==> config.mk <==
export PLATFORM = sky130hd
export DESIGN_NAME = omap_biu_packer
export DESIGN_NICKNAME = d
export VERILOG_FILES = /design/src/rtl/omap_biu_packer.sv
export SDC_FILE = /design/constraint.sdc
export NUM_CORES = 1
export LEC_CHECK = 0
export ABC_AREA = 0
export BUFFER_PORTS_ARGS = -buffer_cell sky130_fd_sc_hd__buf_2
export CAP_MARGIN = 40
export CORE_MARGIN = 5
export CORE_UTILIZATION = 54
export CTS_CLUSTER_DIAMETER = 30
export DETAILED_ROUTE_END_ITERATION = 10
export PLACE_DENSITY = 0.78
export SLEW_MARGIN = 30
export SYNTH_ARGS = -nofsm -noshare
export SYNTH_HDL_FRONTEND = slang
export SYNTH_SLANG_ARGS = --single-unit
==> constraint.sdc <==
create_clock -name clk -period 4.9 [get_ports clk]
set_input_delay 0.735 -clock clk [delete_from_list [all_inputs] [get_ports clk]]
set_output_delay 0.735 -clock clk [all_outputs]
set_load 0.02 [all_outputs]
==> src/rtl/omap_biu_packer.sv <==
// Output-map bus interface: selects one byte field per merged beat, packs DW/8 bytes
// per bus word and issues address-incrementing writes; pulses layer_done per layer.
module omap_biu_packer #(
  parameter int DW    = 32,
  parameter int AW    = 32,
  parameter int CNT_W = 16
) (
  input  logic              clk,
  input  logic              rst,
  input  logic              cfg_start,
  input  logic [AW-1:0]     cfg_base_addr,
  input  logic [CNT_W-1:0]  cfg_pix_num,
  input  logic [1:0]        cfg_sel,
  input  logic [31:0]       map_merger2omap_biu_data,
  input  logic              map_merger2omap_biu_vld,
  output logic              map_merger2omap_biu_rdy,
  output logic [AW-1:0]     omap_wr_addr,
  output logic [DW-1:0]     omap_wr_data,
  output logic [DW/8-1:0]   omap_wr_strb,
  output logic              omap_wr_vld,
  input  logic              omap_wr_rdy,
  output logic              layer_done
);

  localparam int PACK_N = DW / 8;
  localparam int IW     = $clog2(PACK_N);

  typedef enum logic [1:0] {IDLE, RUN, DRAIN, DONE} state_t;

  state_t            state, state_nxt;
  logic [CNT_W-1:0]  pix_num_r, pix_cnt;
  logic [1:0]        sel_r;
  logic [IW-1:0]     byte_idx;
  logic [AW-1:0]     word_addr;
  logic [DW-1:0]     pack;
  logic [7:0]        sel_byte;
  logic [DW-1:0]     word_nxt;
  logic [PACK_N-1:0] strb_nxt;
  logic              last_pix, completes, accept, drain;
  logic              unused_bits;

  assign unused_bits = ^map_merger2omap_biu_data[31:24];

  assign last_pix  = (pix_cnt == pix_num_r - CNT_W'(1));
  assign completes = (byte_idx == IW'(PACK_N - 1)) || last_pix;
  assign drain     = omap_wr_vld & omap_wr_rdy;
  assign accept    = map_merger2omap_biu_vld & map_merger2omap_biu_rdy;

  always_comb begin
    case (sel_r)
      2'd0:    sel_byte = map_merger2omap_biu_data[23:16];
      2'd1:    sel_byte = map_merger2omap_biu_data[15:8];
      2'd2:    sel_byte = map_merger2omap_biu_data[7:0];
      default: sel_byte = 8'h00;
    endcase
  end

  // Word image for a completing beat: earlier packed bytes, the new byte, zeros above.
  always_comb begin
    word_nxt = '0;
    strb_nxt = '0;
    for (int k = 0; k < PACK_N; k++) begin
      if (IW'(k) < byte_idx)       word_nxt[8*k +: 8] = pack[8*k +: 8];
      else if (IW'(k) == byte_idx) word_nxt[8*k +: 8] = sel_byte;
      strb_nxt[k] = (IW'(k) <= byte_idx);
    end
  end

  always_ff @(posedge clk) begin
    if (rst) state <= IDLE;
    else     state <= state_nxt;
  end

  always_comb begin
    state_nxt = state;
    case (state)
      IDLE:    if (cfg_start) state_nxt = (cfg_pix_num == '0) ? DONE : RUN;
      RUN:     if (accept && last_pix) state_nxt = DRAIN;
      DRAIN:   if (!omap_wr_vld || omap_wr_rdy) state_nxt = DONE;
      DONE:    state_nxt = IDLE;
      default: state_nxt = IDLE;
    endcase
  end

  // A completing beat may only stall when the output register is full and not draining.
  always_comb begin
    map_merger2omap_biu_rdy = (state == RUN) && (!completes || !omap_wr_vld || omap_wr_rdy);
    layer_done              = (state == DONE);
  end

  always_ff @(posedge clk) begin
    if (rst) begin
      pix_cnt      <= '0;
      byte_idx     <= '0;
      word_addr    <= '0;
      omap_wr_vld  <= 1'b0;
      omap_wr_addr <= '0;
      omap_wr_data <= '0;
      omap_wr_strb <= '0;
    end else begin
      if (state == IDLE && cfg_start) begin
        pix_num_r <= cfg_pix_num;
        sel_r     <= cfg_sel;
        word_addr <= cfg_base_addr;
        pix_cnt   <= '0;
        byte_idx  <= '0;
      end
      if (drain) omap_wr_vld <= 1'b0;
      if (accept) begin
        pix_cnt                    <= pix_cnt + CNT_W'(1);
        pack[{byte_idx, 3'b000} +: 8] <= sel_byte;
        if (completes) begin
          byte_idx     <= '0;
          word_addr    <= word_addr + AW'(PACK_N);
          omap_wr_addr <= word_addr;
          omap_wr_data <= word_nxt;
          omap_wr_strb <= strb_nxt;
          omap_wr_vld  <= 1'b1;
        end else begin
          byte_idx <= byte_idx + IW'(1);
        end
      end
    end
  end

endmodule
== Word-level counts from Yosys, hierarchy flattened ==
Index checks and enable logic that the tools add are counted.
Storage, ports and cells
  word-level logic and storage cells: 86
  output and inout bits: 71
  bits in registers: 171
  input port bits: 87
Operators by class
  shifts and indexed selects: 2
  magnitude comparators: 8
  equality and inequality tests: 13
  reduce and logical (&&, ||, !) cells: 18
  multiplexer cells: 26
  bitwise logic cells: 3
  add/subtract/negate cells: 5
Operator list (count)
  32-bit 2-to-1 mux: 3
  8-bit 2-to-1 mux: 8
  32-bit by 3-bit adder with 32-bit output, second input constant: 1
  32-bit bitwise mux: 1
  16-bit 2-to-1 mux: 2
  8-bit by 7-bit variable shift with 32-bit output, first input constant: 1
  8-bit by 7-bit indexed part select with 32-bit output: 1
  8-bit case mux with 3 select lines: 1
  16-bit by 1-bit adder with 16-bit output, second input constant: 1
  16-bit equality test: 1
  16-bit logical NOT: 1
  16-bit by 1-bit subtractor with 16-bit output, second input constant: 1
  2-bit 2-to-1 mux: 7
  2-bit equality test, second input constant: 4
  2-bit case mux with 4 select lines: 1
  5-bit negator with 7-bit output: 1
  2-bit logical NOT: 3
  2-bit inequality test, second input constant: 3
  2-bit AND reduction: 3
  2-bit by 1-bit equality test with 1-bit output, second input constant: 2
  2-bit equality test, first input constant: 2
  1-bit by 2-bit <= comparator with 1-bit output, first input constant: 2
  2-bit <= comparator, first input constant: 2
  1-bit logical OR: 4
  11 further kinds: 19

== Depth between registers and ports, before layout ==
Gate-level depths: netlist (run 1).
  depth after elaboration: 11
  depth in mapped cells: 13

== Worst setup path before layout (run 1) ==
OpenSTA, ideal clock, no wires.
  kind: register to register
  start point: reg pix_num_r[0]
  end point: reg pack[0], enable pin
  buffers on the path: 2
  path slack: 1757 ps
  required time: 4622 ps
  data arrival time: 2865 ps
  clock period less this slack: 3143 ps
  cell stages (with the launch flop): 12
  library setup time: 278 ps
  cell sequence: edfxtp_1 inv_1 ha_1 nor2b_1 buf_2 a32o_1 a211oi_1 nand3_1 or4_4 a21o_1 buf_2 and3_1
Between the ends
  word-level cells in the longest chain between the ends: 9
RTL lines
  from (decl): line 31  | logic [CNT_W-1:0] pix_num_r, pix_cnt;
  from (signal assigned): line 102  | pix_num_r <= cfg_pix_num;
  16-bit by 1-bit subtractor with 16-bit output: line 44  | assign last_pix = (pix_cnt == pix_num_r - CNT_W'(1));
  16-bit equality test: line 44
  1-bit logical OR: line 45  | assign completes = (byte_idx == IW'(PACK_N - 1)) || last_pix;
  1-bit logical NOT: line 87  | map_merger2omap_biu_rdy = (state == RUN) && (!completes || !omap_wr_vld || omap_wr_rdy);
  1-bit logical OR (2 in series): line 87
  1-bit logical AND: line 87
  1-bit bitwise AND: line 47  | assign accept = map_merger2omap_biu_vld & map_merger2omap_biu_rdy;
  2-bit AND reduction (no line)
  to (signal, indexed assignment): line 111  | pack[{byte_idx, 3'b000} +: 8] <= sel_byte;
  to (decl): line 35  | logic [DW-1:0] pack;
Every way passes these cells.
A chain may end at the register's enable or synchronous reset.

== Final worst setup path (run 1) ==
  start point: reg pix_num_r[0]
  end point: out map_merger2omap_biu_rdy
Between the ends
  word-level cells in the longest chain between the ends: 7
RTL lines
  16-bit by 1-bit subtractor with 16-bit output: line 44
  16-bit equality test: line 44
  1-bit logical OR: line 45
  1-bit logical NOT: line 87
  1-bit logical OR (2 in series): line 87
  1-bit logical AND: line 87
  to (decl): line 16  | output logic map_merger2omap_biu_rdy,
Every way passes these cells.

==> run metrics, run 1 <==
port bufs=around 150; Ant. Diodes=0; worst clock skew on the final layout=between 10 and 15 ps; cell row count=44; worst-margin pin slew=741 ps; total overflow reported by the global router=0; global-route wire length before repair=roughly 32 mm; area added between synthesis and finish=16.8%; floorplan die area=0.0172 sq mm; # resized after CTS=0; RSZ-0062 raised after global routing=no; total of flip-flops plus latches after synthesis=163; total half-perimeter wirelength after legalization and detailed placement=between 10 and 15 mm; Max Transition Viols Final=0; width of the chip=between 100 and 150 um; number of antenna violations at the first check in global routing=0; most frequently used flop master after synthesis=dfxtp_1; initial detailed-routing violation count=692; Max stage delay cell, worst path=nor4_1; number of max-cap violations=0; final routed DRC violation total=0; routed vias=7055; routed wire length=20.0 mm; H-tree Lvls=4; achievable clock frequency=approximately 240 MHz; EDFF count, synth=42; cell-by-cell listing of the critical path=inv_1 > ha_1 > nor2b_1 > a21oi_1 > nor4_1 > o311ai_2 > nor4_1 > nor2_1 > o21a_1 > buf_2; Async S/R FF share, synth=0; die height=131 um; reported leakage power=0.00365 uW; hold_buf cts=0; required time of the critical path=around 4200 ps; Top delay family on crit path=simple AND/OR/NAND/NOR gates; layout cells sized above 1=0.206; vias in the first global route=about 6.4k; mean instance size in the synthesized netlist=8.84 sq um; met1 layer wirelength in the final routing=8.93 mm; CTS root buffer=clkbuf_16; Most common cell on crit path=nor4_1; largest net degree at the start of global routing=72; last weighted congestion value of the routability-driven placer=approximately 0.87; highest metal layer used by the detailed router=met4; syn nets=1000; TritonCTS sink count=163; I/O pin cnt=158; maximum count of clock buffers along a single path=2; power density cells=390 mW/mm^2; Netlist cell types=between 70 and 80; critical path launch point type=register; gate count of the mapped netlist=898; later-pin clock latency in the skew report=430 ps; part of the Yosys area used for sequential elements=0.464; largest vdd supply drop=around 250 uV; number of buffers inserted to repair setup after CTS=0; sum of met2 wire segment lengths after detailed routing=9.37 mm; final number of setup-violating endpoints=0; post-detailed-route count of antenna-violating nets=0; final worst-path cycle share=0.862; warning count from the yosys run=0; Slew HR=0.505; Worst Path Max Fanout=8; CP bufs+invs=2; Post-Synthesis Cell Area=0.00794 sq mm; startpoint-to-endpoint class of the critical path=reg -> out; crit-path max cell delay=520 ps; data arrival time of the critical path=around 3500 ps; average routed wire per standard cell=roughly 16 um; cts bufs inserted=17; count of final hold-check violations=0; Overall Global Routing Usage=0.224; starting density of the core=0.549; core box area=between 0.01 and 0.015 sq mm; net count reported at finish=1115; clock slew at the register clock pins of the worst setup and hold paths=roughly 60 ps; post-layout power=3620 uW; Vias per Instance=5.83; setup TNS=0 ps; result of the run=finished, final reports clean; TritonCTS clock tree=yes; routed wire length on met3=1.31 mm; Filler Cell Count=1255; classification of the worst-slack hold path=reg -> reg; clock period minus worst slack=between 4000 and 5000 ps; drt first pass iters=7; kind of end point of the critical path=output pin
layout by cell type, fill, tap and decap left out, drive strengths merged, types with 22 or more instances in the layout:
| cell type | netlist | final |
|---|---|---|
| and3 | 22 | 22 |
| nor3 | 29 | 29 |
| a21oi | 59 | 59 |
| edfxtp | 42 | 42 |
| o21ai | 24 | 24 |
| dfxtp | 121 | 121 |
| buf | 29 | 156 |
| nand2 | 142 | 142 |
| nor2 | 96 | 96 |
| inv | 21 | 29 |
| nand3 | 29 | 29 |
registers in the layout (all words and copies together) (netlist names):
signal	count
omap_wr_vld	1
pix_cnt	16
pack	24
omap_wr_addr	32
state	2
omap_wr_strb	4
word_addr	32
pix_num_r	16
sel_r	2
byte_idx	2
omap_wr_data	32
synth_stat cells, types with 12 or more instances:
master | count | share of area
a221oi_1 | 18 | 0.020
dfxtp_1 | 121 | 0.30
a21oi_1 | 57 | 0.036
o22ai_1 | 12 | 0.0095
xnor2_1 | 16 | 0.018
nor3_1 | 28 | 0.018
buf_2 | 18 | 0.011
and3_1 | 22 | 0.017
edfxtp_1 | 42 | 0.16
clkbuf_1 | 31 | 0.015
o21ai_0 | 21 | 0.013
nor2_1 | 93 | 0.044
a22oi_1 | 17 | 0.016
nand2_1 | 141 | 0.067
nand3_1 | 28 | 0.018
inv_1 | 21 | 0.0099
ha_1 | 15 | 0.024
final timing paths:
| check | start | cells after the start | slack, ps | to |
|---|---|---|---|---|
| worst max register to register | pix_num_r[0]$_DFFE_PP_ | 11 | 1000 | omap_wr_data[6]$_SDFFE_PP0P_ |
| worst min-delay path | omap_wr_addr[16]$_SDFFE_PP0P_ | 2 | 450 | omap_wr_addr[16]$_SDFFE_PP0P_ |
| worst min register to register | omap_wr_addr[16]$_SDFFE_PP0P_ | 2 | 450 | omap_wr_addr[16]$_SDFFE_PP0P_ |
| worst max-delay path | pix_num_r[0]$_DFFE_PP_ | 10 | 680 | map_merger2omap_biu_rdy |
power by group:
group	internal (uW)	total (uW)	leakage [uW]	switching, uW
Combinational	268	708	0.00201	440
Sequential	1500	1620	0.00137	118
Clock	714	1290	0.000270	578
Total	2480	3620	0.00365	1140
tightest hold or removal path, delay by kind of cell, from the launching register on:
kind / cells / cell delay (ps)
AO/OA/AOI/OAI: 1 / 50
flip-flops: 1 / 310
AND/OR/NAND/NOR: 1 / 50
logic make-up after synthesis:
group	Yosys count	share of synthesized area
and+or+nand+nor	386	0.234
muxes	10	0.0128
DFF	163	0.464
xor gates and xnor gates	22	0.0243
adders and majority gates	15	0.0236
AOI/OAI and AO/OA	221	0.194
buffers and inverters	81	0.0473
layout make-up:
cell class	count	area (sq um)	share of cell area
clock buffer	18	429	0.0463
clock inverter	14	140	0.0151
inverter	21	78.8	0.00850
multi-input combinational	654	3890	0.419
sequential	163	3680	0.397
tap	184	230	0.0248
timing repair buffer	156	826	0.0890
through the flow:
stage / hold WS, ps / setup WS [ps] / instance area, sq um / util / cells
floorplan: 432 / 1760 / 7940 / - / 898
global placement: 437 / 1110 / 8700 / 0.601 / 1177
detailed placement: 443 / 1040 / 8700 / 0.601 / 1177
CTS: 453 / 713 / 9270 / 0.640 / 1209
global route: 467 / 474 / 9280 / 0.641 / 1210
finish: 450 / 676 / 9280 / 0.641 / 1210
layer usage:
layer | global-route usage | up-vias
li1 | - | 3477
met1 | 0.306 | 3296
met2 | 0.358 | 256
met3 | 0.0485 | 26
met4 | 0.0709 | 0
met5 | 0 | -
Power figures use the tool's default switching activity.
==> run 2, diff against run 1 <==
Settings changed: RECOVER_POWER set to 25.
==> run metrics, run 2 (same netlist as run 1, synthesis figures left out) <==
floorplan die area=0.0172 sq mm (unchanged); RSZ-0062 raised after global routing=no; Vias per Instance=5.82 (-0.21%); I/O pin cnt=158 (unchanged); achievable clock frequency=237 MHz (about the same); layout cells sized above 1=0.151 (-0.0546); routed vias=7046 (-0.13%); total overflow reported by the global router=0 (unchanged); post-detailed-route count of antenna-violating nets=0 (unchanged); global-route wire length before repair=32.4 mm (unchanged); Most common cell on crit path=nor4_1; H-tree Lvls=4 (unchanged); CP bufs+invs=2 (unchanged); drt first pass iters=5 (-2); maximum count of clock buffers along a single path=2 (unchanged); average routed wire per standard cell=16.6 um (+0.38%); sw frac=0.314 (about the same); required time of the critical path=4160 ps (about the same); Worst Path Max Fanout=8 (unchanged); kind of end point of the critical path=output pin; reported leakage power=0.00341 uW (-6.5%); net count reported at finish=1115 (unchanged); power density cells=393 mW/mm^2 (+0.71%); proportion of power drawn by combinational gates=0.196 (about the same); vias in the first global route=6408 (unchanged); result of the run=finished, final reports clean; final critical-path setup slack=673 ps (-3.00 ps); width of the chip=131 um (unchanged); critical path launch point type=register; net switching power=1140 uW (about the same); cell row count=44 (unchanged); Slew HR=0.502 (-0.00272); initial detailed-routing violation count=611 (-12%); classification of the worst-slack hold path=reg -> reg; number of max-cap violations=0 (unchanged); hold_buf cts=0 (unchanged); Int Pwr=2480 uW (about the same); TritonCTS clock tree=yes; clock slew at the register clock pins of the worst setup and hold paths=60 ps (about the same); final cell count without fillers=1211 (+0.083%); CTS root buffer=clkbuf_16; Filler Cell Count=1285 (+2.4%); worst-margin pin slew=745 ps (+4.07 ps); largest net degree at the start of global routing=72 (unchanged); port bufs=149 (unchanged); setup TNS=0 ps (unchanged); area added between synthesis and finish=15.9%; part of the total power dissipated in sequential elements=0.447 (about the same); TritonCTS sink count=163 (unchanged); core box area=0.0145 sq mm (unchanged); final number of setup-violating endpoints=0 (unchanged); number of buffers inserted to repair setup after CTS=0 (unchanged); clock group share of total power=0.357 (about the same); cell-by-cell listing of the critical path=inv_1 > ha_1 > nor2b_1 > a21oi_1 > nor4_1 > o311ai_2 > nor4_1 > nor2_1 > o21a_1 > buf_2; final worst-path cycle share=0.863 (about the same); Top delay family on crit path=simple AND/OR/NAND/NOR gates; leading cell type in the layout, fill and taps excluded=nand2_1; post-layout power=3620 uW (about the same); Max stage delay cell, worst path=nor4_1; later-pin clock latency in the skew report=430 ps (about the same); placed cells=1177 (unchanged); last weighted congestion value of the routability-driven placer=0.874 (unchanged); largest vdd supply drop=252 uV (-0.22%); clock period minus worst slack=4230 ps (+3.00 ps); Overall Global Routing Usage=0.224 (unchanged); startpoint-to-endpoint class of the critical path=reg -> out; final routed DRC violation total=0 (unchanged); cts bufs inserted=17 (unchanged); largest registers=omap_wr_addr (32), omap_wr_data (32), word_addr (32); Max Transition Viols Final=0 (unchanged); count of final hold-check violations=0 (unchanged); die height=131 um (unchanged); post-placement worst setup slack=1040 ps (unchanged); worst clock skew on the final layout=10.6 ps (-0.314 ps); starting density of the core=0.549 (unchanged); total half-perimeter wirelength after legalization and detailed placement=14.0 mm (unchanged); crit-path max cell delay=520 ps (about the same); data arrival time of the critical path=3490 ps (about the same); number of antenna violations at the first check in global routing=0 (unchanged); worst hold-check slack=453 ps (+2.40 ps); # resized after CTS=0 (unchanged); routed wire length=20.1 mm (+0.47%); most frequent cells in the layout=nand2_1, dfxtp_1, nor2_1, buf_2
[run 2: tightest hold or removal path: cells and delay by family (launching register included)]
kind	cells	cell delay [ps]
flip-flops	1	310
AO/OA/AOI/OAI	1	50
AND/OR/NAND/NOR	1	50
[run 2: stage by stage]
step | cell area [sq um] | utilization
floorplan | 7940 | -
global placement | 8700 | 0.601
detailed placement | 8700 | 0.601
CTS | 9270 | 0.640
global route | 9210 | 0.636
finish | 9210 | 0.636
[run 2: worst paths after layout]
path	slack (ps)	cells past startpoint	start	to
worst min register to register	450	2	omap_wr_strb[3]$_SDFFE_PP0P_	omap_wr_strb[3]$_SDFFE_PP0P_
worst max register to register	1010	11	pix_num_r[0]$_DFFE_PP_	omap_wr_data[6]$_SDFFE_PP0P_
worst min-delay path	450	2	omap_wr_strb[3]$_SDFFE_PP0P_	omap_wr_strb[3]$_SDFFE_PP0P_
worst max-delay path	670	10	pix_num_r[0]$_DFFE_PP_	map_merger2omap_biu_rdy
[run 2: final cells by class]
cell class	instances	area (sq um)	area share
diodes	1	2.50	0.000272
clock buffers	18	429	0.0466
clock inverters	14	140	0.0152
inverters	21	78.8	0.00856
multi-input cells	654	3890	0.422
flip-flops and latches	163	3680	0.400
well taps	184	230	0.0250
repair buffers	156	756	0.0821
[run 2: per-layer routing]
layer	share of wire	vias up	track usage
met5	0	-	0
met1	0.45	3284	0.306
met2	0.47	254	0.358
li1	-	3480	-
met3	0.065	28	0.0485
met4	0.018	0	0.0709
[run 2: power groups by stage]
stage	logic (uW)	clock network, uW	registers (uW)
2_1_floorplan	543	0	1600
3_3_place_gp	678	0	1640
3_5_place_dp	693	0	1640
4_1_cts	699	1310	1610
5_1_grt	780	1370	1630
6_report	708	1290	1620
==> run 3, diff against run 2 <==
Settings changed: REMOVE_ABC_BUFFERS set to 1.
==> run metrics, run 3 (same netlist as run 1, synthesis figures left out) <==
r2r setup slk=1130 ps (+120 ps); total overflow reported by the global router=0 (unchanged); starting density of the core=0.549 (unchanged); required time of the critical path=4160 ps (about the same); cell area after layout=0.00918 sq mm (-0.33%); last weighted congestion value of the routability-driven placer=0.880 (+0.72%); TritonCTS clock tree=yes; largest vdd supply drop=277 uV (+9.8%); critical path launch point type=register; setup TNS=0 ps (unchanged); leading cell type in the layout, fill and taps excluded=nand2_1; met2 track demand over resource=0.368 (+0.00988); Worst Reg-to-Reg Cells=11 (unchanged); startpoint of the worst-slack reg-to-reg timing path=pix_num_r[0]$_DFFE_PP_; H-tree Lvls=4 (unchanged); kind of end point of the critical path=output pin; Max stage delay cell, worst path=nor4_1; global-route wire length before repair=33.1 mm (+2.0%); result of the run=finished, final reports clean; area added between synthesis and finish=15.6%; CTS root buffer=clkbuf_16; number of antenna violations at the first check in global routing=0 (unchanged); Slew HR=0.503 (+0.000852); crit-path max cell delay=500 ps (-20 ps); number of max-cap violations=0 (unchanged); RSZ-0062 raised after global routing=no; placed cells=1179 (+0.17%); Top delay family on crit path=simple AND/OR/NAND/NOR gates; TritonCTS sink count=163 (unchanged); data arrival time of the critical path=3400 ps (-90 ps); instance area at placement=0.00871 sq mm (+0.12%); core box area=0.0145 sq mm (unchanged); Overall Global Routing Usage=0.228 (+0.00418); hold_buf cts=0 (unchanged); port bufs=149 (unchanged); reported leakage power=0.00341 uW (about the same); clock slew at the register clock pins of the worst setup and hold paths=60 ps (about the same); R2R Path End=word_addr[18]$_SDFF_PP0_; global routing met1 resource utilization=0.307 (+0.00114); vias in the first global route=6570 (+2.5%); routed vias=7063 (+0.24%); clock period minus worst slack=4140 ps (-88.9 ps); number of buffers inserted to repair setup after CTS=0 (unchanged); net count reported at finish=1117 (+0.18%); I/O pin cnt=158 (unchanged); Filler Cell Count=1291 (+0.47%); met3 demand-to-capacity share in global routing=0.0531 (+0.00459); cell row count=44 (unchanged); Ant. Diodes=0 (-1); final worst-path cycle share=0.844 (-0.0182); Hold Startpoint=omap_wr_addr[9]$_SDFFE_PP0P_; die height=131 um (unchanged); beginning of the critical path=pix_num_r[0]$_DFFE_PP_; CP bufs+invs=2 (unchanged); Vias per Instance=5.83 (+0.24%); post-placement worst setup slack=1200 ps (+151 ps); cell-by-cell listing of the critical path=inv_1 > ha_1 > nor2b_1 > a21oi_1 > nor4_1 > o311ai_2 > nor4_1 > nor2_1 > o21a_1 > buf_2; layout cells sized above 1=0.150 (-0.00112); initial detailed-routing violation count=690 (+13%); cts bufs inserted=17 (unchanged); post-detailed-route count of antenna-violating nets=0 (unchanged); hold endpoint=omap_wr_addr[9]$_SDFFE_PP0P_; width of the chip=131 um (unchanged); final critical-path setup slack=762 ps (+88.9 ps); drt first pass iters=5 (unchanged); power density cells=386 mW/mm^2 (-1.8%); final routed DRC violation total=0 (unchanged); Most common cell on crit path=nor4_1; later-pin clock latency in the skew report=430 ps (about the same); # resized after CTS=0 (unchanged); final number of setup-violating endpoints=0 (unchanged); maximum count of clock buffers along a single path=2 (unchanged); final cell count without fillers=1211 (unchanged); floorplan die area=0.0172 sq mm (unchanged); achievable clock frequency=242 MHz (+2.1%); largest net degree at the start of global routing=64 (-11%); startpoint-to-endpoint class of the critical path=reg -> out; Max Transition Viols Final=0 (unchanged); classification of the worst-slack hold path=reg -> reg; Worst Path Max Fanout=8 (unchanged); worst-margin pin slew=739 ps (-6.56 ps); average routed wire per standard cell=16.6 um (+0.37%); most frequent cells in the layout=nand2_1, dfxtp_1, nor2_1, buf_2, clkbuf_1; largest registers=omap_wr_addr (32), omap_wr_data (32), word_addr (32); most used routing layer=met2; routed wire length=20.1 mm (+0.37%); worst clock skew on the final layout=8.22 ps (-2.36 ps); hold depth=2 (unchanged); count of final hold-check violations=0 (unchanged); total half-perimeter wirelength after legalization and detailed placement=13.9 mm (-0.41%)
[run 3: layout make-up]
cell class / count / area [sq um] / area share
Clock buffer: 24 / 483 / 0.0526
Clock inverter: 7 / 50.0 / 0.00545
Inverter: 21 / 78.8 / 0.00859
Multi-Input combinational cell: 654 / 3890 / 0.424
Sequential cell: 163 / 3680 / 0.401
Tap cell: 184 / 230 / 0.0251
Timing Repair Buffer: 158 / 764 / 0.0833
[run 3: worst min-delay path, stage by stage (launching register included)]
cell	delay, ps
dfxtp_1	300
nand2_1	50
a21oi_1	50
[run 3: worst max path at each step]
stage / to / cells past startpoint
final: map_merger2omap_biu_rdy / 10
after global routing: map_merger2omap_biu_rdy / 10
after CTS: map_merger2omap_biu_rdy / 10
after detailed placement: word_addr[21]$_SDFF_PP0_ / 11
after global placement: word_addr[18]$_SDFF_PP0_ / 11
after floorplan: word_addr[17]$_SDFF_PP0_ / 8
[run 3: metrics by stage]
step                total power, uW  hold slack (ps)  utilization
global route                   3710              462        0.634
finish                         3540              452        0.634
global placement               2320              437        0.601
CTS                            3550              451        0.638
detailed placement             2340              443        0.602
floorplan                      2100              426            -
[run 3: report_power, final]
part | internal [uW] | switching (uW)
registers | 1500 | 120
logic | 267 | 443
clock network | 689 | 521
total | 2460 | 1080
[run 3: metal layers]
| layer | up-vias | wire length, um |
|---|---|---|
| li1 | 3484 | - |
| met1 | 3305 | 9050 |
| met2 | 248 | 9490 |
| met3 | 26 | 1270 |
| met4 | 0 | 318 |
| met5 | - | 0 |
